[src/rtl/irq_pkg.sv]
// irq_pkg: definitions shared by the interrupt edge generator, its lanes,
// the shell-side shim wrapper and testbenches.
//   lane_state_e   : per-lane FSM state, 2-bit encoding
//   IRQ_NUM_DEF    : default number of interrupt vectors
//   HOLDOFF_W_DEF  : default width of the holdoff counter/input
package irq_pkg;

  localparam int IRQ_NUM_DEF   = 16;
  localparam int HOLDOFF_W_DEF = 16;

  typedef enum logic [1:0] {
    ST_IDLE = 2'd0,  // nothing outstanding
    ST_REQ  = 2'd1,  // request driven high, waiting for ack
    ST_GAP  = 2'd2,  // mandatory single low cycle after ack
    ST_HOLD = 2'd3   // extra programmable low cycles
  } lane_state_e;

endpackage

[src/rtl/irq_edge_gen_lane.sv]
// irq_edge_gen_lane: one interrupt vector. Detects rising edges on its
// source, coalesces them into a single pending bit, and drives a
// level request that stays high until acked, followed by a low time of
// 1 + holdoff cycles before the next request may rise.
// Ports:
//   clk, resetn   : clock, asynchronous active-low reset
//   i_src         : raw event source (rising edge = one event)
//   i_mask        : 1 = hold events as pending, issue no request
//   i_clear       : flush the pending bit
//   i_ack         : single-cycle acknowledge from the shim
//   i_holdoff     : extra low cycles, sampled on GAP entry
//   o_req         : request to shim
//   o_pending     : latched, not yet requested event
//   o_state       : current FSM state (debug / busy derivation)
module irq_edge_gen_lane
  import irq_pkg::*;
#(
  parameter int HOLDOFF_W = HOLDOFF_W_DEF
) (
  input  logic                 clk,
  input  logic                 resetn,
  input  logic                 i_src,
  input  logic                 i_mask,
  input  logic                 i_clear,
  input  logic                 i_ack,
  input  logic [HOLDOFF_W-1:0] i_holdoff,
  output logic                 o_req,
  output logic                 o_pending,
  output lane_state_e          o_state
);

  lane_state_e          r_state;
  logic                 r_pend;
  logic                 r_prev_src;
  logic [HOLDOFF_W-1:0] r_cnt;

  logic w_ev;
  logic w_pend_next;
  logic w_fire;

  assign w_ev        = i_src & ~r_prev_src;
  // Pending bit if no request is issued this cycle; clear always wins.
  assign w_pend_next = (r_pend | w_ev) & ~i_clear;
  // End-of-gap decision looks only at the already latched pending bit.
  assign w_fire      = r_pend & ~i_mask;

  always_ff @(posedge clk or negedge resetn) begin
    if (!resetn) begin
      r_state    <= ST_IDLE;
      r_pend     <= 1'b0;
      r_prev_src <= 1'b0;
      r_cnt      <= '0;
    end else begin
      r_prev_src <= i_src;
      case (r_state)
        ST_IDLE: begin
          if (w_pend_next && !i_mask) begin
            r_state <= ST_REQ;
            r_pend  <= 1'b0;
          end else begin
            r_pend <= w_pend_next;
          end
        end
        ST_REQ: begin
          // The issued request is never retracted; new events coalesce.
          r_pend <= w_pend_next;
          if (i_ack) r_state <= ST_GAP;
        end
        ST_GAP: begin
          if (i_holdoff == '0) begin
            if (w_fire) begin
              r_state <= ST_REQ;
              r_pend  <= 1'b0;
            end else begin
              r_state <= ST_IDLE;
              r_pend  <= w_pend_next;
            end
          end else begin
            r_cnt   <= i_holdoff - HOLDOFF_W'(1);
            r_state <= ST_HOLD;
            r_pend  <= w_pend_next;
          end
        end
        ST_HOLD: begin
          if (r_cnt != '0) begin
            r_cnt  <= r_cnt - HOLDOFF_W'(1);
            r_pend <= w_pend_next;
          end else if (w_fire) begin
            r_state <= ST_REQ;
            r_pend  <= 1'b0;
          end else begin
            r_state <= ST_IDLE;
            r_pend  <= w_pend_next;
          end
        end
        default: begin
          r_state <= ST_IDLE;
          r_pend  <= 1'b0;
        end
      endcase
    end
  end

  assign o_req     = (r_state == ST_REQ);
  assign o_pending = r_pend;
  assign o_state   = r_state;

endmodule

[src/rtl/irq_edge_gen.sv]
// irq_edge_gen: per-vector interrupt event generator feeding the shell
// IRQ shim. IRQ_NUM independent lanes share one holdoff setting.
// Handshake: m_irq_req[n] rises when lane n has an unmasked event and
// stays high until the shim pulses m_irq_ack[n] for one cycle; req then
// stays low for 1 + holdoff cycles so every request is a fresh rising
// edge. An ack while req is low is ignored.
// Ports:
//   clk, resetn   : clock, asynchronous active-low reset
//   irq_src       : event sources (0->1 sampled on clk = one event)
//   irq_mask      : 1 = latch events but issue no request
//   irq_clear     : per-lane flush of the pending bit
//   holdoff       : extra low cycles after each ack
//   m_irq_req     : request to shim
//   m_irq_ack     : ack pulse from shim
//   irq_pending   : latched-but-not-requested event per lane
//   irq_busy      : lane not idle
module irq_edge_gen
  import irq_pkg::*;
#(
  parameter int IRQ_NUM   = IRQ_NUM_DEF,
  parameter int HOLDOFF_W = HOLDOFF_W_DEF
) (
  input  logic                 clk,
  input  logic                 resetn,
  input  logic [IRQ_NUM-1:0]   irq_src,
  input  logic [IRQ_NUM-1:0]   irq_mask,
  input  logic [IRQ_NUM-1:0]   irq_clear,
  input  logic [HOLDOFF_W-1:0] holdoff,
  output logic [IRQ_NUM-1:0]   m_irq_req,
  input  logic [IRQ_NUM-1:0]   m_irq_ack,
  output logic [IRQ_NUM-1:0]   irq_pending,
  output logic [IRQ_NUM-1:0]   irq_busy
);

  lane_state_e w_state [IRQ_NUM];

  for (genvar g = 0; g < IRQ_NUM; g++) begin : g_lane
    irq_edge_gen_lane #(
      .HOLDOFF_W (HOLDOFF_W)
    ) u_lane (
      .clk       (clk),
      .resetn    (resetn),
      .i_src     (irq_src[g]),
      .i_mask    (irq_mask[g]),
      .i_clear   (irq_clear[g]),
      .i_ack     (m_irq_ack[g]),
      .i_holdoff (holdoff),
      .o_req     (m_irq_req[g]),
      .o_pending (irq_pending[g]),
      .o_state   (w_state[g])
    );
    assign irq_busy[g] = (w_state[g] != ST_IDLE);
  end

endmodule

[config.mk]
export PLATFORM = sky130hd
export DESIGN_NAME = irq_edge_gen
export DESIGN_NICKNAME = d
export VERILOG_FILES = /design/src/rtl/irq_pkg.sv /design/src/rtl/irq_edge_gen_lane.sv /design/src/rtl/irq_edge_gen.sv
export SDC_FILE = /design/constraint.sdc
export NUM_CORES = 1
export LEC_CHECK = 0
export ABC_AREA = 1
export BUFFER_PORTS_ARGS = -buffer_cell sky130_fd_sc_hd__buf_2
export CORE_MARGIN = 5
export CORE_UTILIZATION = 60
export DETAILED_ROUTE_END_ITERATION = 8
export GPL_TIMING_DRIVEN = 0
export HOLD_SLACK_MARGIN = 0.06
export PLACE_DENSITY = 0.82
export SYNTH_ARGS = -nofsm -noshare
export SYNTH_HDL_FRONTEND = slang
export SYNTH_SLANG_ARGS = --single-unit
[constraint.sdc]
create_clock -name clk -period 2 [get_ports clk]
set_clock_uncertainty 0.1 [all_clocks]
set_input_delay 0.3 -clock clk [delete_from_list [all_inputs] [get_ports clk]]
set_output_delay 0.3 -clock clk [all_outputs]
set_load 0.01 [all_outputs]
==> flow_summary.yaml <==
outcome:
  outcome: "completed"
global_routing:
  grt_max_degree: 94
  gr-usage-all-layers_pct: 32.06
  grt_pass1_vias: 22250
  antenna_found_initial: 0
  grt_pass1_wl_mm: 110.6
  overflow: 0
floorplanning:
  die_area_mm2: 0.04205
  rows: 71
  boundaryPins: 130
  start_util_pct: 60.75
  core_area_mm2: 0.03758
  chipHeight_um: 205.1
  die_x_um: 205.1
sta:
  finalSetupViolCount: 0
  period_needed_ns: 1.937
  slew_headroom_pct: 40.92
  max_freq_ghz: 0.5163
  worst_slew_pin_slew_ns: 0.8862
  rsz0062_at_grt: "true"
  fin_ws_ns: 0.06299
  slew_violations: 0
  post-route-period-util_pct: 96.85
  hold_viol: 0
synthesis:
  ys_seq_area_share_pct: 35.08
  ys_types: 32
  ys_ff_latch: 320
  synth_edf_count: 0
  syn_inst: 3708
  synthArstFlopShare_pct: 100.0
  ys.flop_type: "dfrtp_1"
  synth_warnings: 0
  synth_area_mm2: 0.02283
  synth_nets: 3808
  syn_area_per_cell_um2: 6.156
power:
  p_leak_nw: 13.81
  power.density_mw_per_mm2: 1475
  ir_worst_vdd_v: 0.001071
  power_mw: 39.45
placed_design:
  hpwl_mm: 44.68
  routabilityCongestion: 0.9653
  io_buffers: 129
  dp_slack_ns: -2.459
min_path:
  hold_depth: 6
  min-delay-start: "m_irq_ack[8]"
  worst_hold_path.endpoint: "g_lane[8].u_lane.o_state[0]"
  hp-class: "in -> reg"
flow_run:
  drv_cap: 0
critical_path:
  r2r_start: "g_lane[15].u_lane.r_cnt[0]"
  critPathArrivalTime_ns: 2.26
  startpoint_type: "register"
  worstReg2RegEnd: "g_lane[15].u_lane.r_cnt[1]"
  r2r_cells: 10
  critPathMaxFanout: 10
  crit_type: "reg -> reg"
  reg2reg_setup_slack_ns: 0.06
  required_ns: 2.33
  crit_start: "g_lane[15].u_lane.r_cnt[0]"
  worstSetupEndpointType: "register"
cts:
  cts_made_buffers: 38
  path_clk_slew_ns: 0.06
  ctsRootBufferMaster: "clkbuf_16"
  cts_tree: "yes"
  clock_latency_ns: 0.56
  htree_levels: 2
  cts_max_path_buffers: 3
  cts_sinks: 320
drt:
  finalWirelength_mm: 68.69
  route.detailed.drc: 0
  drtIter0Drc: 2511
  avgViaCountPerCell: 5.459
  drt-wirelength-per-cell_um: 15.29
  first_pass_iters: 6
  route.vias.total: 24530
  antenna_left: 0
finish:
  diodes: 0
  nets: 4054
  drive_above_1_share_pct: 11.15
  area_growth_pct: 17.18
worst max-delay path by stage:
stage | to | cells after the start
floorplan | g_lane[7].u_lane.r_cnt[4] | 9
global placement | g_lane[10].u_lane.r_prev_src | 1
detailed placement | g_lane[10].u_lane.r_cnt[4] | 10
CTS | g_lane[7].u_lane.r_cnt[12] | 12
global route | g_lane[5].u_lane.r_cnt[1] | 12
finish | g_lane[15].u_lane.r_cnt[1] | 10
repair_timing:
action	CTS	global route
buffers inserted	5	4
resized for setup	59	130
gates cloned	0	0
pin swaps	4	2
endpoints found under the hold margin	126	0
setup endpoints to repair	304	271
hold buffers	65	0
cells in the mapped netlist (6+ instances only):
cell type,count,area [um^2]
buf_2,35,175.2
inv_1,418,1569
o21bai_2,8,90.09
dfrtp_1,320,8008
o21bai_1,7,52.55
buf_6,17,191.4
o21ai_1,48,240.2
buf_4,34,255.2
nand2_2,6,37.54
inv_2,14,52.55
ha_1,18,225.2
nand3_1,551,2758
nand2_1,1335,5011
nand3b_1,23,172.7
nor2_1,459,1723
nand2_4,16,180.2
a21oi_1,59,295.3
xor2_1,15,131.4
clkbuf_1,43,161.4
o21a_1,14,105.1
o21ai_0,222,1111
nor3_1,25,125.1
registers in the layout (all words and copies together) (netlist names):
register / flops
g_lane.u_lane.r_prev_src: 16
g_lane.u_lane.r_cnt: 256
g_lane.u_lane.o_pending: 16
g_lane.u_lane.o_state: 32
stage by stage:
step | setup TNS, ns | instance area (um^2) | util [%] | std cells | hold WS [ns]
finish | 0 | 26750 | 71.19 | 4493 | 0.1044
CTS | 0 | 26380 | 70.21 | 4489 | 0.06037
global route | -0.1216 | 26750 | 71.19 | 4493 | 0.1457
global placement | -2139.68 | 24110 | 64.17 | 4348 | 0.3205
detailed placement | -352.23 | 24210 | 64.42 | 4351 | 0.1781
floorplan | 0 | 22830 | - | 3708 | -0.09559
kinds of logic (layout without fill, tap and decap cells):
group / after synthesis / after routing / share of synthesized area [%]
flops: 320 / 320 / 35.08
compound gates: 364 / 364 / 8.479
xor+xnor: 21 / 21 / 0.8386
fa+ha+maj: 18 / 18 / 0.9866
simple gates: 2420 / 2420 / 44.02
buf+inv: 565 / 839 / 10.60
final cells by class:
type,count,area [um^2]
multi-input combinational,2823,12770
fill,3280,10830
sequential,320,8008
inverter,436,1672
timing repair buffer,206,1456
clock buffer,56,1130
buffer,129,933.4
tap,511,639.4
clock inverter,12,143.9
worst max-delay path, stage by stage (launching register included):
cell     delay (ns)
dfrtp_1        0.38
inv_1          0.09
ha_2           0.21
nand2_2        0.10
nor2_2         0.15
nand2_1        0.14
nand2_1        0.15
nand2_4        0.13
buf_4          0.20
nand2_1        0.07
o21ai_0        0.09
placed cells by master, fill, tap and decap left out, types with 6 or more instances in the layout:
cell type / netlist / layout
a21oi_1: 59 / 59
dfrtp_1: 320 / 320
clkbuf_4: 0 / 6
buf_6: 17 / 22
inv_1: 418 / 410
clkinvlp_4: 0 / 6
clkbuf_2: 0 / 15
inv_2: 14 / 14
o21ai_1: 48 / 48
clkbuf_8: 0 / 11
nand3b_1: 23 / 23
nor3_1: 25 / 16
nor3_2: 0 / 8
nand2_1: 1335 / 1313
ha_2: 0 / 10
o21a_1: 14 / 14
buf_4: 34 / 54
buf_2: 35 / 145
nor2_2: 1 / 12
dlygate4sd3_1: 0 / 65
clkbuf_16: 0 / 40
o21bai_2: 8 / 8
clkinv_2: 0 / 8
nor2_1: 459 / 446
nand2_4: 16 / 23
nand3_1: 551 / 538
nand2_2: 6 / 21
o21ai_0: 222 / 222
nand3_2: 0 / 13
xor2_1: 15 / 14
o21bai_1: 7 / 7
clkbuf_1: 43 / 28
report_power, final:
group | total [mW] | internal (mW) | switching (mW)
clock | 7.13 | 4.30 | 2.84
sequential | 12.2 | 9.28 | 2.94
combinational | 20.1 | 7.12 | 13.0
layer usage:
layer | share of wire (%) | track usage, % | vias to the layer above | wire [um]
met5 | 0 | 0 | - | 0
met2 | 45 | 50.43 | 1009 | 30690
li1 | - | - | 12180 | -
met1 | 43 | 43.74 | 11160 | 29220
met3 | 8.2 | 5.050 | 180 | 5659
met4 | 4.5 | 14.76 | 0 | 3112
Note: power is estimated with default switching activity, not from simulation.
